--- config.mk ---
export PLATFORM = sky130hd
export DESIGN_NAME = turn_controller_flat
export DESIGN_NICKNAME = d
export VERILOG_FILES = /design/src/rtl/turn_controller_if.sv /design/src/rtl/turn_controller.sv /design/src/flat_wrapper.sv
export SDC_FILE = /design/constraint.sdc
export NUM_CORES = 1
export LEC_CHECK = 0
export BUFFER_PORTS_ARGS = -buffer_cell sky130_fd_sc_hd__buf_2
export CAP_MARGIN = 40
export CORE_ASPECT_RATIO = 1.2
export CORE_MARGIN = 1
export CORE_UTILIZATION = 56
export CTS_CLUSTER_SIZE = 12
export DETAILED_ROUTE_END_ITERATION = 10
export GPL_ROUTABILITY_DRIVEN = 0
export PLACE_DENSITY = 0.79
export SKIP_CTS_REPAIR_TIMING = 1
export SLEW_MARGIN = 20
export SYNTH_ARGS = -nofsm -noshare
export SYNTH_HDL_FRONTEND = slang
export SYNTH_SLANG_ARGS = --single-unit
--- constraint.sdc ---
create_clock -name clk -period 2.7 [get_ports clk]
set_input_delay 0 -clock clk [delete_from_list [all_inputs] [get_ports clk]]
set_output_delay 0 -clock clk [all_outputs]
set_load 0.02 [all_outputs]
--- src/rtl/turn_controller_if.sv ---
// Board sequencer bus: cursor/place request in, board and game status out to the renderer.
interface turn_controller_if;
  logic        place;
  logic [1:0]  cur_x;
  logic [1:0]  cur_y;
  logic [15:0] xcells;
  logic [15:0] ocells;
  logic        turn;
  logic [1:0]  winner;
  logic [15:0] line;
  logic [3:0]  time_left;
  logic        timeout;
  logic        illegal;

  modport master (
    output place, cur_x, cur_y,
    input  xcells, ocells, turn, winner, line, time_left, timeout, illegal
  );

  modport slave (
    input  place, cur_x, cur_y,
    output xcells, ocells, turn, winner, line, time_left, timeout, illegal
  );
endinterface

--- src/rtl/turn_controller.sv ---
// 4x4 tic-tac-toe turn sequencer: mark visible 1 edge after place, winner/turn 2 edges after; no backpressure.
// Define AUTO_MOVE_EN to auto-place on a pseudo-random free cell at timeout instead of forfeiting the turn.
module turn_controller #(
  parameter int TICKS_PER_SEC = 25_000_000,
  parameter int TURN_SECONDS  = 10
) (
  input  logic             clk,
  input  logic             reset,
  turn_controller_if.slave bus
);

  localparam int             PW        = $clog2(TICKS_PER_SEC);
  localparam logic [PW-1:0]  PMAX      = PW'(TICKS_PER_SEC - 1);
  localparam logic [3:0]     TIME_INIT = 4'(TURN_SECONDS);

  typedef enum logic [1:0] {S_PLAY, S_AUTO, S_CHECK, S_DONE} state_t;

  state_t         r_state;
  logic [15:0]    r_x;
  logic [15:0]    r_o;
  logic           r_turn;
  logic [1:0]     r_winner;
  logic [15:0]    r_line;
  logic [3:0]     r_time;
  logic           r_timeout;
  logic           r_illegal;
  logic [PW-1:0]  r_presc;
  logic [3:0]     r_lfsr;
`ifdef AUTO_MOVE_EN
  logic [3:0]     r_ptr;
`endif

  logic [15:0]    w_occ;
  logic [3:0]     w_idx;
  logic           w_free;
  logic           w_wrap;
  logic [15:0]    w_mover;
  logic [15:0]    w_line;

  assign w_occ   = r_x | r_o;
  assign w_idx   = {bus.cur_y, bus.cur_x};
  assign w_free  = ~w_occ[w_idx];
  assign w_wrap  = (r_presc == PMAX);
  assign w_mover = r_turn ? r_o : r_x;

  // Only the player who just moved can have completed a line.
  always_comb begin
    w_line = '0;
    for (int i = 0; i < 4; i++) begin
      if ((w_mover & (16'h000F << (4 * i))) == (16'h000F << (4 * i)))
        w_line = w_line | (16'h000F << (4 * i));
      if ((w_mover & (16'h1111 << i)) == (16'h1111 << i))
        w_line = w_line | (16'h1111 << i);
    end
    if ((w_mover & 16'h8421) == 16'h8421) w_line = w_line | 16'h8421;
    if ((w_mover & 16'h1248) == 16'h1248) w_line = w_line | 16'h1248;
  end

  always_ff @(posedge clk) begin
    if (reset) begin
      r_state   <= S_PLAY;
      r_x       <= '0;
      r_o       <= '0;
      r_turn    <= 1'b0;
      r_winner  <= 2'b00;
      r_line    <= '0;
      r_time    <= TIME_INIT;
      r_timeout <= 1'b0;
      r_illegal <= 1'b0;
      r_presc   <= '0;
      r_lfsr    <= 4'b1001;
`ifdef AUTO_MOVE_EN
      r_ptr     <= '0;
`endif
    end else begin
      r_lfsr    <= {r_lfsr[2:0], r_lfsr[3] ^ r_lfsr[2]};
      r_timeout <= 1'b0;
      r_illegal <= 1'b0;
      case (r_state)
        S_PLAY: begin
          // A place request in the same cycle as expiry takes precedence.
          if (bus.place) begin
            if (w_free) begin
              if (r_turn) r_o[w_idx] <= 1'b1;
              else        r_x[w_idx] <= 1'b1;
              r_state <= S_CHECK;
            end else begin
              r_illegal <= 1'b1;
            end
          end else if (w_wrap) begin
            r_presc <= '0;
            if (r_time == 4'd1) begin
              r_timeout <= 1'b1;
`ifdef AUTO_MOVE_EN
              r_time  <= 4'd0;
              r_ptr   <= r_lfsr;
              r_state <= S_AUTO;
`else
              r_turn  <= ~r_turn;
              r_time  <= TIME_INIT;
`endif
            end else begin
              r_time <= r_time - 4'd1;
            end
          end else begin
            r_presc <= r_presc + 1'b1;
          end
        end
`ifdef AUTO_MOVE_EN
        S_AUTO: begin
          if (!w_occ[r_ptr]) begin
            if (r_turn) r_o[r_ptr] <= 1'b1;
            else        r_x[r_ptr] <= 1'b1;
            r_state <= S_CHECK;
          end else begin
            r_ptr <= r_ptr + 4'd1;
          end
        end
`endif
        S_CHECK: begin
          if (w_line != 16'h0000) begin
            r_winner <= r_turn ? 2'b10 : 2'b01;
            r_line   <= w_line;
            r_state  <= S_DONE;
          end else if (&w_occ) begin
            r_winner <= 2'b11;
            r_line   <= '0;
            r_state  <= S_DONE;
          end else begin
            r_turn  <= ~r_turn;
            r_time  <= TIME_INIT;
            r_presc <= '0;
            r_state <= S_PLAY;
          end
        end
        S_DONE: begin
        end
        default: r_state <= S_PLAY;
      endcase
    end
  end

  assign bus.xcells    = r_x;
  assign bus.ocells    = r_o;
  assign bus.turn      = r_turn;
  assign bus.winner    = r_winner;
  assign bus.line      = r_line;
  assign bus.time_left = r_time;
  assign bus.timeout   = r_timeout;
  assign bus.illegal   = r_illegal;

endmodule
--- src/flat_wrapper.sv ---
// flat-port wrapper written by rule: the top's interface ports become plain ports
module turn_controller_flat 
#(
  parameter int TICKS_PER_SEC = 25_000_000,
  parameter int TURN_SECONDS  = 10
)
  (clk, reset, bus_place, bus_cur_x, bus_cur_y, bus_xcells, bus_ocells, bus_turn, bus_winner, bus_line, bus_time_left, bus_timeout, bus_illegal);
  turn_controller_if bus_i ();
  input  logic clk;
  input  logic reset;
  input wire logic [$bits(bus_i.place)-1:0] bus_place;
  input wire logic [$bits(bus_i.cur_x)-1:0] bus_cur_x;
  input wire logic [$bits(bus_i.cur_y)-1:0] bus_cur_y;
  output wire logic [$bits(bus_i.xcells)-1:0] bus_xcells;
  output wire logic [$bits(bus_i.ocells)-1:0] bus_ocells;
  output wire logic [$bits(bus_i.turn)-1:0] bus_turn;
  output wire logic [$bits(bus_i.winner)-1:0] bus_winner;
  output wire logic [$bits(bus_i.line)-1:0] bus_line;
  output wire logic [$bits(bus_i.time_left)-1:0] bus_time_left;
  output wire logic [$bits(bus_i.timeout)-1:0] bus_timeout;
  output wire logic [$bits(bus_i.illegal)-1:0] bus_illegal;
  assign bus_i.place = bus_place;
  assign bus_i.cur_x = bus_cur_x;
  assign bus_i.cur_y = bus_cur_y;
  assign bus_xcells = bus_i.xcells;
  assign bus_ocells = bus_i.ocells;
  assign bus_turn = bus_i.turn;
  assign bus_winner = bus_i.winner;
  assign bus_line = bus_i.line;
  assign bus_time_left = bus_i.time_left;
  assign bus_timeout = bus_i.timeout;
  assign bus_illegal = bus_i.illegal;
  turn_controller #(.TICKS_PER_SEC(TICKS_PER_SEC), .TURN_SECONDS(TURN_SECONDS)) u_core (.clk(clk), .reset(reset), .bus(bus_i));
endmodule
Word-level counts from Yosys, hierarchy flattened
Index checks and enable logic that the tools add are counted.
- input bits: 7
- flip-flop bits (word level): 84
- logic and storage cells: 103
- output and inout bits: 57
- multiplexer cells: 44
- equality and inequality tests: 21
- bitwise logic cells: 9
- order comparisons: 2
- $add $sub $neg: 2
- reduce and logical (&&, ||, !) cells: 15
- operator list (kind ; count):
    $mux 25 ; 4
    $mux 16 ; 6
    $pmux 25 s2 ; 1
    $or 16x16->16 ; 3
    $eq 4x4->1 const B ; 10
    $mux 13 ; 2
    $add 25x1->25 const B ; 1
    $eq 25x25->1 const B ; 1
    $mux 4 ; 6
    $reduce_and 16->1 ; 1
    $reduce_bool 16->1 ; 1
    $mux 15 ; 1
    $mux 14 ; 1
    $mux 2 ; 7
    $mux 12 ; 1
    $reduce_and 4->1 ; 3
    $ne 2x2->1 const B ; 5
    $mux 1 ; 9
    $mux 8 ; 1
    $pmux 4 s2 ; 1
    $not 1->1 ; 6
    $pmux 2 s3 ; 1
    $reduce_and 6->1 ; 1
    $lt 4x5->1 const B ; 1
    16 further kinds ; 19

Depth between registers and ports, before layout
Gate-level depths: netlist of the first run.
- depth after elaboration: 15
- mapped depth: 10

Least setup slack after synthesis of the first run
No wires, ideal clock.
- path kind: register to register
- start: register u_core.r_turn, in the netlist u_core.bus.turn
- end: register u_core.r_turn, in the netlist u_core.bus.turn
- library setup time: 0.121 ns
- arrival time: 2.193 ns
- period minus slack after synthesis: 2.314 ns
- cell stages (with the launch flop): 10
- slack: 0.386 ns
- buffers on the path: 2
- path through: dfxtp_1 buf_2 and4b_1 a22oi_2 and2_1 and3_1 a21oi_2 buf_2 a211oi_1 mux2_2
- word-level cells in the longest chain between the ends: 15
- ends and longest elaborated chain (item ; RTL line ; text):
    start: declaration ; turn_controller.sv:21 ; logic r_turn;
    start signal: assignment ; turn_controller.sv:99 ; r_turn <= ~r_turn;
    start signal: assignment ; turn_controller.sv:130 ; r_turn <= ~r_turn;
    $mux 16 ; turn_controller.sv:44 ; assign w_mover = r_turn ? r_o : r_x;
    $eq 4x4->1 ; turn_controller.sv:50 ; if ((w_mover & (16'h000F << (4 * i))) == (16'h000F << (4 * i)))
    $mux 4 ; turn_controller.sv:50 ;
    $mux 13 ; turn_controller.sv:52 ; if ((w_mover & (16'h1111 << i)) == (16'h1111 << i))
    $mux 8 ; turn_controller.sv:50 ;
    $mux 14 ; turn_controller.sv:52 ;
    $mux 12 ; turn_controller.sv:50 ;
    $mux 15 ; turn_controller.sv:52 ;
    $mux 16 ; turn_controller.sv:50 ;
    $mux 16 ; turn_controller.sv:52 ;
    $mux 16 ; turn_controller.sv:55 ; if ((w_mover & 16'h8421) == 16'h8421) w_line = w_line | 16'h8421;
    $mux 13 ; turn_controller.sv:56 ; if ((w_mover & 16'h1248) == 16'h1248) w_line = w_line | 16'h1248;
    $reduce_bool 16->1 ; turn_controller.sv:121 ; if (w_line != 16'h0000) begin
    $ne 2x2->1 (no line) ; - ;
    $reduce_and 6->1 (no line) ; - ;
Several ways; a longest one is shown, not always the timed one. The select of a mux whose other input is x is not followed.
A chain may end at the register's enable or synchronous reset.

Final worst setup path of the first run
- start: register u_core.r_state[0]
- end: register u_core.r_presc[21]
- word-level cells in the longest chain between the ends: 3
- ends and longest elaborated chain (item ; RTL line ; text):
    start: declaration ; turn_controller.sv:18 ; state_t r_state;
    start signal: assignment ; turn_controller.sv:61 ; r_state <= S_PLAY;
    start signal: assignment ; turn_controller.sv:86 ; r_state <= S_CHECK;
    start signal: assignment ; turn_controller.sv:124 ; r_state <= S_DONE;
    $eq 2x2->1 or $logic_not 2->1 (tied branches) ; turn_controller.sv:79 ; case (r_state)
    $ne 2x2->1 (no line) or $reduce_bool 2->1 (tied branches) ; - ;
    $reduce_and 4->1 (no line) ; - ;
    end signal: assignment ; turn_controller.sv:106 ; r_presc <= r_presc + 1'b1;
    end: declaration ; turn_controller.sv:27 ; logic [PW-1:0] r_presc;
Several ways; a longest one is shown, not always the timed one.

==> flow_summary.ini, run 1 <==
[status]
status = complete, but fails checks
violations = negative hold slack

[cells_and_area]
postLayoutCoreUtil_pct = 68.25
layout_commonest_cell = dfxtp_1
area_delta_synth_final_pct = 16.79
nets = 569
layout_common_cells = dfxtp_1, nor2_1, a21oi_1, buf_2, nand2_1
drive_gt1_share_pct = 19.68
antenna_cells = 0

[critical_path]
path_delay_family = simple AND/OR/NAND/NOR gates
path_cells = nand2b_2 > nor3_1 > and4_1 > or2_4 > or3_4 > or4_1 > a21oi_1
startpoint_type = register
path_max_fanout = 24
end_kind = register
cp_slowest_stage_delay_ps = 450
critPathKind = register to register
cp.required_ps = 3000
worst-path-buf-inv = 0
crit_slowest_cell = or3_4
cp.arrival_ps = 2740

[synthesis]
yosysWarnings = 0
yosysTopAreaCellShare_pct = 41.48
synth.area.top_cells = dfxtp_1, a21oi_1, nor2_1, nand2_1, a22o_1
ys_ff_latch = 84
synth_area_leader_cell = dfxtp_1
async_flop_share_pct = 0
synth_seq_area_share_pct = 41.48
synth_edf_count = 0
synth_cell_type_count = 52
synth_fp_nets = 501
synth_ff_type = dfxtp_1
synth_area_mm2 = 0.004054
avgSynthCellArea_um2 = 8.256
netlist_instances = 491

[timing]
tns_ps = 0
finalMaxSlewViolations = 0
setup_viol = 0
finalCritPeriodShare_pct = 90.60
hold_viol = 1
fin_crit_ps = 2446
tightest_slew_ps = 826.9
rsz0062_at_grt = no
fmax_mhz = 408.8
slew_headroom_pct = 44.73
fin_skew_ps = 9.237
hold_ws_ps = -21.11

[global_route]
grt_first_pass_wirelength_um = 19530
gr-total-overflow = 0
antenna_found_initial = 0
grt_pass1_vias = 4073
grt_usage_pct = 33.33
grt_max_degree = 58

[routing]
dr.pass1.iters = 7
viasPerCell = 6.488
dr.first_iter.drc_count = 325
routed_wl_um = 11900
drc = 0
ant_nets = 0
routedWlPerCell_um = 18.28
dr_total_vias = 4224

[clock_tree]
clock_path_buffers = 2
cts_tree = yes
clock-sinks = 84
ctsRootBufferMaster = clkbuf_8
worstSkewPairLatency_ps = 360
cts.clk_slew.worst_paths_ps = 80
cts_made_buffers = 9
htreeDepth = 3

[floorplanning]
start_util_pct = 58.44
die_area_mm2 = 0.007585
io_pins = 64
core_mm2 = 0.006937
die_w_um = 79.67
rows = 33
die_y_um = 95.21

[hold_path]
min_path_type = input port to register

[power]
vdd_drop_max_mv = 0.5162
p_leak_nw = 1.940
powerDensity_mw_per_mm2 = 525.6

[run]
drv_cap = 0

[placement]
hpwl_um = 8559
portBuffers = 63
## cell families after synthesis
family	synth area share [%]
flip-flops	41.48
multiplexers	3.056
adder cells (fa/ha/maj)	0.9260
buffers and inverters	3.303
AND/OR/NAND/NOR	29.91
AO/OA/AOI/OAI	21.33
## cell usage after synthesis, types with 2 or more instances
| library cell | n |
|---|---|
| a211oi_1 | 3 |
| a21boi_0 | 2 |
| a21o_1 | 2 |
| a21oi_1 | 63 |
| a22o_1 | 14 |
| a22oi_1 | 2 |
| a311oi_1 | 9 |
| a41oi_1 | 5 |
| and2_1 | 4 |
| and3_1 | 10 |
| and4_1 | 6 |
| and4b_1 | 4 |
| buf_1 | 2 |
| buf_2 | 8 |
| clkbuf_1 | 12 |
| dfxtp_1 | 84 |
| ha_1 | 3 |
| inv_1 | 8 |
| mux4_2 | 5 |
| nand2_1 | 35 |
| nand3_1 | 22 |
| nand4_1 | 12 |
| nand4b_1 | 2 |
| nor2_1 | 78 |
| nor2b_1 | 3 |
| nor3_1 | 16 |
| nor3b_1 | 5 |
| nor4_1 | 5 |
| o21ai_0 | 10 |
| o22ai_1 | 4 |
| o31ai_1 | 11 |
| or3_1 | 11 |
| or4_1 | 12 |
## layout make-up
class	instances	area, um^2
Inverter	8	30.03
Sequential cell	84	1683
Tap cell	87	108.9
Fill cell	592	2202
Clock buffer	12	145.1
Multi-Input combinational cell	376	2240
Timing Repair Buffer	80	455.4
Clock inverter	4	72.57
## worst paths after layout
check	slack [ps]	cells past startpoint	endpoint	startpoint
hold reg to reg	460	1	u_core.bus.line[3]	u_core.bus.line[3]
setup reg to reg	250	7	u_core.r_presc[21]	u_core.r_state[0]
setup / recovery	250	7	u_core.r_presc[21]	u_core.r_state[0]
hold / removal	-20	3	u_core.bus.illegal	bus_place
## routing by layer
layer / global-route usage, % / up-vias / wire length [um]
met5: 0 / - / 0
met4: 18.33 / 0 / 557
met3: 6.316 / 60 / 876
met2: 59.12 / 231 / 6023
met1: 37.24 / 1953 / 4443
li1: - / 1980 / -
## where the power goes
group	leakage, nW	internal (mW)	switching, mW	total (mW)
registers	0.678	1.25	0.0257	1.28
clock network	0.107	0.546	0.452	0.997
logic	1.16	0.0697	0.143	0.213
total	1.94	1.87	0.621	2.49
## per-stage QoR
step / instance area (um^2) / std cells / setup WS [ps] / hold slack [ps] / total power, mW
after floorplan: 4054 / 491 / 385.9 / 166.5 / 1.442
after global placement: 4514 / 635 / 210.8 / 342.0 / 1.507
after detailed placement: 4514 / 635 / 99.15 / 354.4 / 1.514
after CTS: 4732 / 651 / 95.57 / -25.83 / 2.497
after global routing: 4735 / 651 / 92.51 / 7.248 / 2.582
final: 4735 / 651 / 253.9 / -21.11 / 2.489
## state kept, by name, summed over array words and instances (netlist names)
register and count:
u_core.bus.xcells 16, u_core.bus.winner 2, u_core.bus.timeout 1, u_core.bus.time_left 4, u_core.bus.line 16, u_core.r_presc 25, u_core.bus.illegal 1, u_core.bus.ocells 16
u_core.bus.turn 1, u_core.r_state 2
## tightest hold or removal path, delay by kind of cell
kind,cells,cell delay [ps]
simple gates,2,160
buf+inv,1,120
No activity file was read; power rests on OpenSTA's default activity.
==> inputs of run 2 (changes only) <==
--- a/config.mk
+++ b/config.mk
@@ -5,15 +5,16 @@
 export SDC_FILE = /design/constraint.sdc
 export NUM_CORES = 1
 export LEC_CHECK = 0
+export ABC_AREA = 1
 export BUFFER_PORTS_ARGS = -buffer_cell sky130_fd_sc_hd__buf_2
 export CAP_MARGIN = 40
 export CORE_ASPECT_RATIO = 1.2
 export CORE_MARGIN = 1
-export CORE_UTILIZATION = 56
+export CORE_UTILIZATION = 58
 export CTS_CLUSTER_SIZE = 12
 export DETAILED_ROUTE_END_ITERATION = 10
 export GPL_ROUTABILITY_DRIVEN = 0
-export PLACE_DENSITY = 0.79
+export PLACE_DENSITY = 0.8
 export SKIP_CTS_REPAIR_TIMING = 1
 export SLEW_MARGIN = 20
 export SYNTH_ARGS = -nofsm -noshare
==> run 2 against run 1 <==
Effect of this change: the run now ends clean; hold slack improved by 34 ps; worst setup slack worse by 44 ps; die area up 17%; final cell count up 49%; cell area grew 16%; critical path type unchanged.
==> flow_summary.ini, run 2 <==
[cells_and_area]
regMostFlops = u_core.r_presc
nets = 858
largest_register_ff_count = 25
layout_commonest_cell = nand2_1
antenna_cells = 0
drive_gt1_share_pct = 12.66
design_area_mm2 = 0.005477
layout_common_cells = nand2_1, nor2_1, dfxtp_1
postLayoutCoreUtil_pct = 67.17
area_delta_synth_final_pct = 11.29
fin_cells = 967

[timing]
hold_viol = 0
finalMaxSlewViolations = 0
finalCritPeriodShare_pct = 92.22
rsz0062_at_grt = no
hold_ws_ps = 12.93
fin_skew_ps = 9.849
setup_viol = 0
tns_ps = 0
fin_crit_ps = 2490
slew_headroom_pct = 52.58
fmax_mhz = 401.6
fin_ws_ps = 210.1
tightest_slew_ps = 711.3

[floorplanning]
io_pins = 64
die_area_mm2 = 0.008858
rows = 36
die_y_um = 102.9
core_mm2 = 0.008153
start_util_pct = 60.36
die_w_um = 86.09

[hold_path]
whs_path_depth = 4
min_to = u_core.bus.illegal
min_from = bus_cur_y[1]
min_path_type = input port to register

[critical_path]
cp.required_ps = 2930
cp_common_cell = nand2_1
cp.arrival_ps = 2720
critPathKind = register to register
crit_slowest_cell = dfxtp_1
path_delay_family = simple AND/OR/NAND/NOR gates
r2r_end = u_core.bus.time_left[1]
startpoint_type = register
ff2ff_path_depth = 16
path_max_fanout = 36
reg2reg_from = u_core.bus.turn
rrSetupSlack_ps = 210
path_cells = buf_12 > inv_8 > nand2_1 > nand2_1 > nor2_1 > nand2_1 > nand2_1 > nor2_1 > nand2_1 > nor2_2 > nand3_2 > nand2_4 > buf_4 > nand3_2 > nand2_1 > nand3_1
cp_slowest_stage_delay_ps = 330
worst-path-buf-inv = 3
end_kind = register

[routing]
routedWlPerCell_um = 14.21
ant_nets = 0
wl_met1_um = 5377
dr.pass1.iters = 6
met3_length_um = 806
dr_total_vias = 5330
route.met2.wl_um = 7038
routed_wl_um = 13740
drc = 0
maxUsedRoutingLayer = met4
viasPerCell = 5.512
dr.first_iter.drc_count = 344

[clock_tree]
cts_made_buffers = 9
ctsRootBufferMaster = clkbuf_8
htreeDepth = 3
cts_tree = yes
worstSkewPairLatency_ps = 370
clock_path_buffers = 2
cts.clk_slew.worst_paths_ps = 90
clock-sinks = 84

[power]
powerDensity_mw_per_mm2 = 450.8
power_mw = 2.469
vdd_drop_max_mv = 0.3209
p_leak_nw = 2.491

[synthesis]
avgSynthCellArea_um2 = 6.198
async_flop_share_pct = 0
synth_ff_type = dfxtp_1
ys_ff_latch = 84
netlist_instances = 794
synth_area_mm2 = 0.004921
yosysTopAreaCellShare_pct = 34.17
synth_area_leader_cell = dfxtp_1
synth_edf_count = 0
synth_seq_area_share_pct = 34.17
synthMostInstantiatedCell = nand2_1
synth_fp_nets = 804
synth_cell_type_count = 30
synth.area.top_cells = dfxtp_1, nand2_1, nor2_1, a21oi_1, inv_1
yosysWarnings = 0
synthTopCellsByCount = nand2_1, nor2_1, dfxtp_1

[placement]
hpwl_um = 9908
dp_cells = 950
post-place-ws_ps = 169.6
post_dp_cell_area_mm2 = 0.005259
portBuffers = 63

[global_route]
antenna_found_initial = 0
grt_pass1_vias = 4995
grt_max_degree = 68
grt_usage_pct = 32.05
grt_first_pass_wirelength_um = 22420
gr-total-overflow = 0

[status]
status = finished, final reports clean

[run]
drv_cap = 0
[run 2: cells by family (layout without fill, tap and decap cells)]
group,Yosys count,in the layout,synth area share [%]
flops,84,84,34.17
simple gates,472,472,40.40
fa+ha+maj,3,3,0.7629
buf+inv,111,170,10.60
xor+xnor,13,13,2.314
compound gates,111,111,11.75
[run 2: worst max-delay path by stage]
stage	slack, ps	endpoint	depth (start not counted)	from
after floorplan	650	u_core.r_presc[10]	16	u_core.bus.turn
after global placement	260	u_core.r_presc[0]	15	u_core.bus.turn
after detailed placement	170	u_core.r_presc[6]	15	u_core.bus.turn
after CTS	150	u_core.r_presc[6]	15	u_core.bus.turn
after global routing	20	u_core.bus.time_left[3]	16	u_core.bus.turn
final	210	u_core.bus.time_left[1]	16	u_core.bus.turn
[run 2: report_power, final]
| group | total [mW] | internal (mW) | switching [mW] |
|---|---|---|---|
| combinational | 0.252 | 0.0741 | 0.178 |
| sequential | 1.28 | 1.26 | 0.0258 |
| clock | 0.933 | 0.455 | 0.478 |
[run 2: area by class of cell]
type,count,area (um^2)
well taps,114,142.6
repair buffers,75,420.4
multi-input cells,599,2725
clock inverters,5,61.31
fillers,730,2676
flip-flops and latches,84,1682
inverters,79,304.0
clock buffers,11,141.4
[run 2: layer usage]
layer	global-route usage, %	vias to the layer above
met5	0	-
met4	17.44	0
met3	5.444	53
met2	58.18	223
met1	35.75	2404
li1	-	2650
[run 2: worst min-delay path: cells and delay by family]
family | cells | cell delay, ps
buffers and inverters | 1 | 120
and+or+nand+nor | 3 | 210
